$ cat config.mk
export PLATFORM = sky130hd
export DESIGN_NAME = lap_timer
export DESIGN_NICKNAME = d
export VERILOG_FILES = /design/src/rtl/lap_timer.sv
export SDC_FILE = /design/constraint.sdc
export NUM_CORES = 1
export LEC_CHECK = 0
export ABC_AREA = 1
export BUFFER_PORTS_ARGS = -buffer_cell sky130_fd_sc_hd__buf_2
export CELL_PAD_IN_SITES_DETAIL_PLACEMENT = 0
export CELL_PAD_IN_SITES_GLOBAL_PLACEMENT = 1
export CORE_MARGIN = 3
export CORE_UTILIZATION = 35
export CTS_CLUSTER_SIZE = 8
export DETAILED_ROUTE_END_ITERATION = 12
export PLACE_DENSITY_LB_ADDON = 0.05
export SLEW_MARGIN = 5
export SYNTH_ARGS = -nofsm -noshare
export SYNTH_HDL_FRONTEND = slang
export SYNTH_SLANG_ARGS = --single-unit
export TNS_END_PERCENT = 5
$ cat constraint.sdc
create_clock -name pclk -period 4.6 [get_ports pclk]
set_input_delay 1.38 -clock pclk [delete_from_list [all_inputs] [get_ports pclk]]
set_output_delay 1.38 -clock pclk [all_outputs]
set_load 0.005 [all_outputs]
$ cat src/rtl/lap_timer.sv
// Race lap timer: counts centiseconds from a start pulse, closes laps on finish-line
// rising edges, and keeps last/best lap times plus the lap count until the race ends.
module lap_timer #(
   parameter int unsigned CLK_FREQ_HZ = 65_000_000,
   parameter int unsigned TICK_HZ     = 100,
   parameter int unsigned MAX_TIME    = 59999,
   parameter int unsigned MIN_LAP     = 300,
   parameter int unsigned LAPS        = 3
) (
   input  logic        pclk,
   input  logic        rst_n,
   input  logic        race_start,
   input  logic        pause,
   input  logic        finish_line,
   output logic [15:0] current_lap_time,
   output logic [15:0] last_lap_time,
   output logic [15:0] best_lap_time,
   output logic        best_valid,
   output logic [3:0]  lap_count,
   output logic        new_lap,
   output logic        race_done
);

   localparam int unsigned DIV = CLK_FREQ_HZ / TICK_HZ;
   localparam int PW = (DIV > 2) ? $clog2(DIV) : 1;
   localparam logic [PW-1:0] PRE_MAX = PW'(DIV - 1);

   typedef enum logic [1:0] {IDLE, RUNNING, PAUSED, FINISHED} state_t;

   state_t        state_q, state_d;
   logic [PW-1:0] pre_q, pre_d;
   logic [15:0]   cur_q, cur_d;
   logic [15:0]   last_q, last_d;
   logic [15:0]   best_q, best_d;
   logic          best_valid_q, best_valid_d;
   logic [3:0]    lap_cnt_q, lap_cnt_d;
   logic          new_lap_q, new_lap_d;
   logic          line_q, line_d;

   logic       crossing, tick;
   logic [3:0] lap_inc;

   assign crossing = finish_line & ~line_q;
   assign tick     = (pre_q == PRE_MAX);
   assign lap_inc  = lap_cnt_q + 4'd1;

   always_comb begin
      state_d      = state_q;
      pre_d        = pre_q;
      cur_d        = cur_q;
      last_d       = last_q;
      best_d       = best_q;
      best_valid_d = best_valid_q;
      lap_cnt_d    = lap_cnt_q;
      new_lap_d    = 1'b0;
      line_d       = finish_line;

      if (race_start) begin
         state_d      = RUNNING;
         pre_d        = '0;
         cur_d        = '0;
         last_d       = '0;
         best_d       = '0;
         best_valid_d = 1'b0;
         lap_cnt_d    = '0;
      end else begin
         case (state_q)
            RUNNING: begin
               if (crossing && cur_q >= 16'(MIN_LAP)) begin
                  // Lap closes on the pre-tick value; a coincident tick is discarded.
                  last_d       = cur_q;
                  new_lap_d    = 1'b1;
                  lap_cnt_d    = lap_inc;
                  best_valid_d = 1'b1;
                  if (!best_valid_q || cur_q < best_q)
                     best_d = cur_q;
                  if (lap_inc == 4'(LAPS)) begin
                     state_d = FINISHED;
                  end else begin
                     cur_d = '0;
                     pre_d = '0;
                     if (pause)
                        state_d = PAUSED;
                  end
               end else begin
                  if (tick) begin
                     pre_d = '0;
                     if (cur_q < 16'(MAX_TIME))
                        cur_d = cur_q + 16'd1;
                  end else begin
                     pre_d = pre_q + PW'(1);
                  end
                  if (pause)
                     state_d = PAUSED;
               end
            end
            PAUSED: begin
               if (!pause)
                  state_d = RUNNING;
            end
            default: ;
         endcase
      end
   end

   always_ff @(posedge pclk or negedge rst_n) begin
      if (!rst_n) begin
         state_q      <= IDLE;
         pre_q        <= '0;
         cur_q        <= '0;
         last_q       <= '0;
         best_q       <= '0;
         best_valid_q <= 1'b0;
         lap_cnt_q    <= '0;
         new_lap_q    <= 1'b0;
         line_q       <= 1'b1; // a car parked on the line at reset must not count as a crossing
      end else begin
         state_q      <= state_d;
         pre_q        <= pre_d;
         cur_q        <= cur_d;
         last_q       <= last_d;
         best_q       <= best_d;
         best_valid_q <= best_valid_d;
         lap_cnt_q    <= lap_cnt_d;
         new_lap_q    <= new_lap_d;
         line_q       <= line_d;
      end
   end

   assign current_lap_time = cur_q;
   assign last_lap_time    = last_q;
   assign best_lap_time    = best_q;
   assign best_valid       = best_valid_q;
   assign lap_count        = lap_cnt_q;
   assign new_lap          = new_lap_q;
   assign race_done        = (state_q == FINISHED);

endmodule

### Word-level counts from Yosys, hierarchy flattened

Index checks and enable logic that the tools add are counted.

* add/sub/neg operators: 3
* $lt $le $gt $ge: 3
* equality and inequality tests: 7
* muxes and demuxes: 33
* bitwise logic cells: 2
* reduce and logical (&&, ||, !) cells: 14

Operator list (number)
* 16-bit two-way mux: 13
* 20-bit two-way mux: 5
* 20-bit by 1-bit adder with 20-bit output (second input constant): 1
* 20-bit == test (second input constant): 1
* 16-bit by 1-bit adder with 16-bit output (second input constant): 1
* 16-bit by 9-bit >= comparator with 1-bit output (second input constant): 1
* 16-bit less-than comparator: 1
* 16-bit less-than comparator (second input constant): 1
* 4-bit two-way mux: 3
* 2-bit two-way mux: 5
* 3-bit nonzero test: 3
* 1-bit two-way mux: 6
* 3-bit != test (second input constant): 2
* 2-bit AND reduction: 3
* 2-bit nonzero test: 3
* 4-bit by 1-bit adder with 4-bit output (second input constant): 1
* 2-bit == test (second input constant): 2
* 4-bit by 2-bit == test with 1-bit output (second input constant): 1
* 2-bit one-hot mux with 2 select lines: 1
* 4-bit AND reduction: 1
* 3-bit AND reduction: 1
* 2-bit by 1-bit == test with 1-bit output (second input constant): 1
* 1-bit AND: 1
* 1-bit logical AND: 1
* other kinds (3): 3

* register bits: 77
* output and inout bits: 55
* word-level logic and storage cells: 71

### Depth between registers and ports, before layout

* depth after elaboration: 6
* mapped depth: 15
* gate-level depth less buffers: 14

### Worst setup path before layout

OpenSTA, ideal clock, no wires.

* path type: input -> register
* from: in finish_line
* to: reg pre_q[6]
* arrival time: 2.442 ns
* setup slack: 2.038 ns
* stages: 7
* buffers on the path: 1
* cells stage by stage: inv_1 -> nor2_1 -> a21boi_1 -> buf_2 -> nor3_1 -> nand2_2 -> o21ai_2

* cells in the longest elaborated chain, start to end: 5

RTL lines
* start, declared: line 14 `input logic finish_line,`
* 1-bit AND *: line 43 `assign crossing = finish_line & ~line_q;`
* 1-bit logical AND *: line 69 `if (crossing && cur_q >= 16'(MIN_LAP)) begin`
* 20-bit two-way mux: line 69
* 20-bit two-way mux: line 67 `case (state_q)`
* 20-bit two-way mux: line 58 `if (race_start) begin`
* end signal, assigned: line 119 `pre_q <= pre_d;`
* end, declared: line 31 `logic [PW-1:0] pre_q, pre_d;`

Every way passes the cells marked *; elsewhere a longest branch is shown, timed or not. The select of a mux whose other input is x is not followed.
A chain may end at the register's enable or synchronous reset.

### Worst setup path after layout

* from: in finish_line
* to: reg best_q[13] (netlist: best_lap_time[13])

* cells in the longest elaborated chain, start to end: 4

RTL lines
* 1-bit AND: line 43
* 1-bit logical AND: line 69
* 2-bit nonzero test (no source line)
* 3-bit AND reduction (no source line)
* end signal, assigned: line 122 `best_q <= best_d;`
* end, declared: line 34 `logic [15:0] best_q, best_d;`

Every way passes these cells.

==> results.txt <==
* Top cell type by total area after synthesis: dfrtp_1
* Clk_lat worst skew: 340 ps
- In this run the tightest slew margin relative to its limit is approximately 33%.
* Final Wtd Congestion: 0.8666
- Crit-path max FO: 23
- The die is roughly 130 um wide.
* Total setup buffers inserted after CTS: 0
* Final nets: ~750
- By area the synthesized netlist is led by dfrtp_1 38%, nand2_1 15%, nor2_1 6.4%.
- The top cell type by area accounts for a little under two fifths of the synthesized area.
- After synthesis, the mean cell area works out to ~7.4 um2.
- Congestion Overflow GR: 0
- PostCTS Resize Cnt: 0
- At the worst endpoint, the required time is approximately 4800 ps.
* Count of antenna diodes in the layout: 0
- Clock tree synthesis found a total of 77 sinks.
- Number of H-tree levels: 3
- Detailed-route DRC error count: 0
- Post-layout utilization of the core: 42.06%
- Setup repair after global routing left no endpoint under its margin.
- Clock slew at reported path FFs: about 60 ps
- The initial antenna violation count came to 0.
- Pleak: 0.002791 uW
- Highest clock rate: around 350 MHz
- Number of optimization iterations in the first detailed-route pass: 4
- Outcome: complete, no violations
* CP arrival: between 3000 and 4000 ps
* Placeable core region: between 0.01 and 0.015 mm2
- After legalization and detailed placement, the total HPWL measured between 9 and 10 mm.
* Hold Path Class: reg -> reg
* I/O pin total: 60
- Summing all placed instances gives a cell area of roughly 0.0054 mm2.
* Peak supply drop: about 0.2 mV
* Startpoint type of the worst setup path: primary input
- The cell count after synthesis came out at around 670.
- For this configuration, the core starts out at a cell density of 36.57%.
* Max Cap Viol: 0
- In this run, distinct cell masters in the synthesized netlist total 38.
- Counting cells, the worst reg-to-reg path comes to 11.
- STA classifies the critical path endpoint as a register.
- Netlist Area Pre-Place: between 0.004 and 0.005 mm2
- The filler cells instantiated in the layout total between 1000 and 1500.
* TNS Setup: 0 ps
- The worst register-to-register path begins at current_lap_time[5].
- Worst hold margin: 467.2 ps
- Setup violations remaining at the end of the flow were counted as 0.
- The worst path uses 62.01% of the clock period.
- The routed layout has 4440 vias.
- Clock tree synthesis selected as its root buffer the cell clkbuf_16.
- Capturing point of the worst reg2reg path: best_lap_time[13]
- Counting I/O delays and the setup requirement, the final critical path takes about 2900 ps.
- Summing the sequential cell areas from Yosys gives between 30% and 40% of the chip area.
- Number of hold violations in the final report: 0
* Slew Viols, Final: 0
- Number of global-route vias before repair: 4433
- Number of synthesized register bits: just under 80
- Number of buffers created by CTS: 9
* Die Ht: between 100 and 150 um
- Share of flip-flops with an asynchronous set or reset: 100.0%
- For the final database, setup skew stands at between 4 and 5 ps.
* DRT iter0 DRCs: 256
- The floorplan has 42 rows.
- The die covers between 0.015 and 0.02 mm2.
- Per-cell via count in the routed design: around 4.9
* CTS Hold Buffers Added: 0
- CTS tree: built
- Wire per inst: around 15 um
- Launch point of the critical path: finish_line
* Commonest cells post-synth: 195 x nand2_1, 84 x nor2_1, 76 x dfrtp_1
- From synthesis to final layout, the design area changed by 15.01%.
* Pin count of the biggest net entering global routing: a little under 80
* Least-Margin Pin Slew: a little over 1000 ps
* Most instantiated library cell after synthesis: nand2_1
- With fillers left out, the area of the finished cells amounts to 0.005703 mm2.
- The count of nets left with antenna violations once routing finished came out at 0.
- Final Non-Filler Cells: just over 900
* Endpoint of the worst setup timing path: best_lap_time[13]
* Fraction of layout instances using a drive strength above 1: 16.87%
* Buffers added on ports: between 50 and 60
* Global-route usage over all layers: between 15 and 20%
- The most used flip-flop cell after synthesis is dfrtp_1.
- Warnings, synthesis: 0
* Cell total after placement: 889
- For flop-to-flop paths, the worst setup slack is slightly above 2000 ps.
* Wire length of the first global-routing pass: roughly 23 mm
* Post-Syn Nets: 694
- Crit Path Class: in -> reg
- In this run the power density over the cells is 329.6 mW/mm2.
* Deepest clock path buffer count: 2
- Final routed wirelength across all metal layers: roughly 14 mm
* Count of flip-flops with a built-in enable after synthesis: 0
## worst max-delay path, stage by stage
cell and delay, ps:
buf_2 90, inv_1 30, nor2_1 340, nand2_4 200, nand2_4 200, inv_4 100
nor2_8 320, nand2_4 220, nand2_1 130, nand2_1 50
## final cells by class
type                    count  area [um2]  share of cell area (%)
clock inverters             6       111.4                   1.953
well taps                 176       220.2                   3.861
inverters                  71       271.5                   4.761
repair buffers             63       327.8                   5.748
flip-flops and latches     77        1928                   33.81
multi-input cells         502        2615                   45.85
clock buffers              10       229.0                   4.015
## report_power, final
| group | switching, uW | internal, uW | total, uW | leakage [uW] |
|---|---|---|---|---|
| sequential | 39.7 | 709 | 749 | 0.00106 |
| combinational | 221 | 90.9 | 312 | 0.00156 |
| clock | 289 | 530 | 819 | 0.000163 |
| total | 550 | 1330 | 1880 | 0.00279 |
## sequential cells by signal, summed over array words and instances, names as in the netlist
signal and flops:
best_lap_time 16, best_valid 1, current_lap_time 16, lap_count 4
last_lap_time 16, line_q 1, new_lap 1, pre_q 20
state_q 2
## cell usage in the layout (no fill, tap or decap), types with 2 or more instances in the layout
cell type,n
clkbuf_16,9
inv_2,5
ha_1,20
nand3b_1,3
nand4_1,22
nor3b_1,2
xnor2_1,3
inv_4,2
nor2_4,3
xor2_1,12
inv_1,64
o21ai_1,11
nor2_2,2
buf_4,5
dfrtp_1,76
nor2_1,84
nand2_4,5
nand3_1,54
nor3_1,19
o21ai_0,26
nand2_2,3
a21oi_1,10
nand2_1,195
nand3_2,10
bufinv_16,3
o21ai_2,9
buf_2,58
## stage by stage
step	total power [uW]	setup WS, ps
finish	1880	1748
global route	1989	1568
CTS	1918	1724
detailed placement	1084	1352
global placement	1083	1377
floorplan	999.5	2038
## routing by layer
metal,global-route usage (%),routed length [um]
met5,0,0
met4,4.209,104
met3,4.350,550
met2,29.52,6516
met1,24.47,6367
## cells by family after synthesis
family	Yosys count	synth area share, %
buf+inv	90	8.378
fa+ha+maj	20	5.047
compound gates	62	7.671
simple gates	405	37.37
xor+xnor	15	2.650
flops	77	38.88
## worst min path at each step
stage / from / end / slack [ps] / cells past startpoint
5_1_grt: last_lap_time[13] / last_lap_time[13] / 480 / 2
3_5_place_dp: last_lap_time[13] / last_lap_time[13] / 460 / 2
4_1_cts: last_lap_time[13] / last_lap_time[13] / 470 / 2
6_report: last_lap_time[15] / last_lap_time[15] / 470 / 2
2_1_floorplan: last_lap_time[13] / last_lap_time[13] / 460 / 2
3_3_place_gp: last_lap_time[4] / last_lap_time[4] / 450 / 2
No activity file was read; power rests on OpenSTA's default activity.
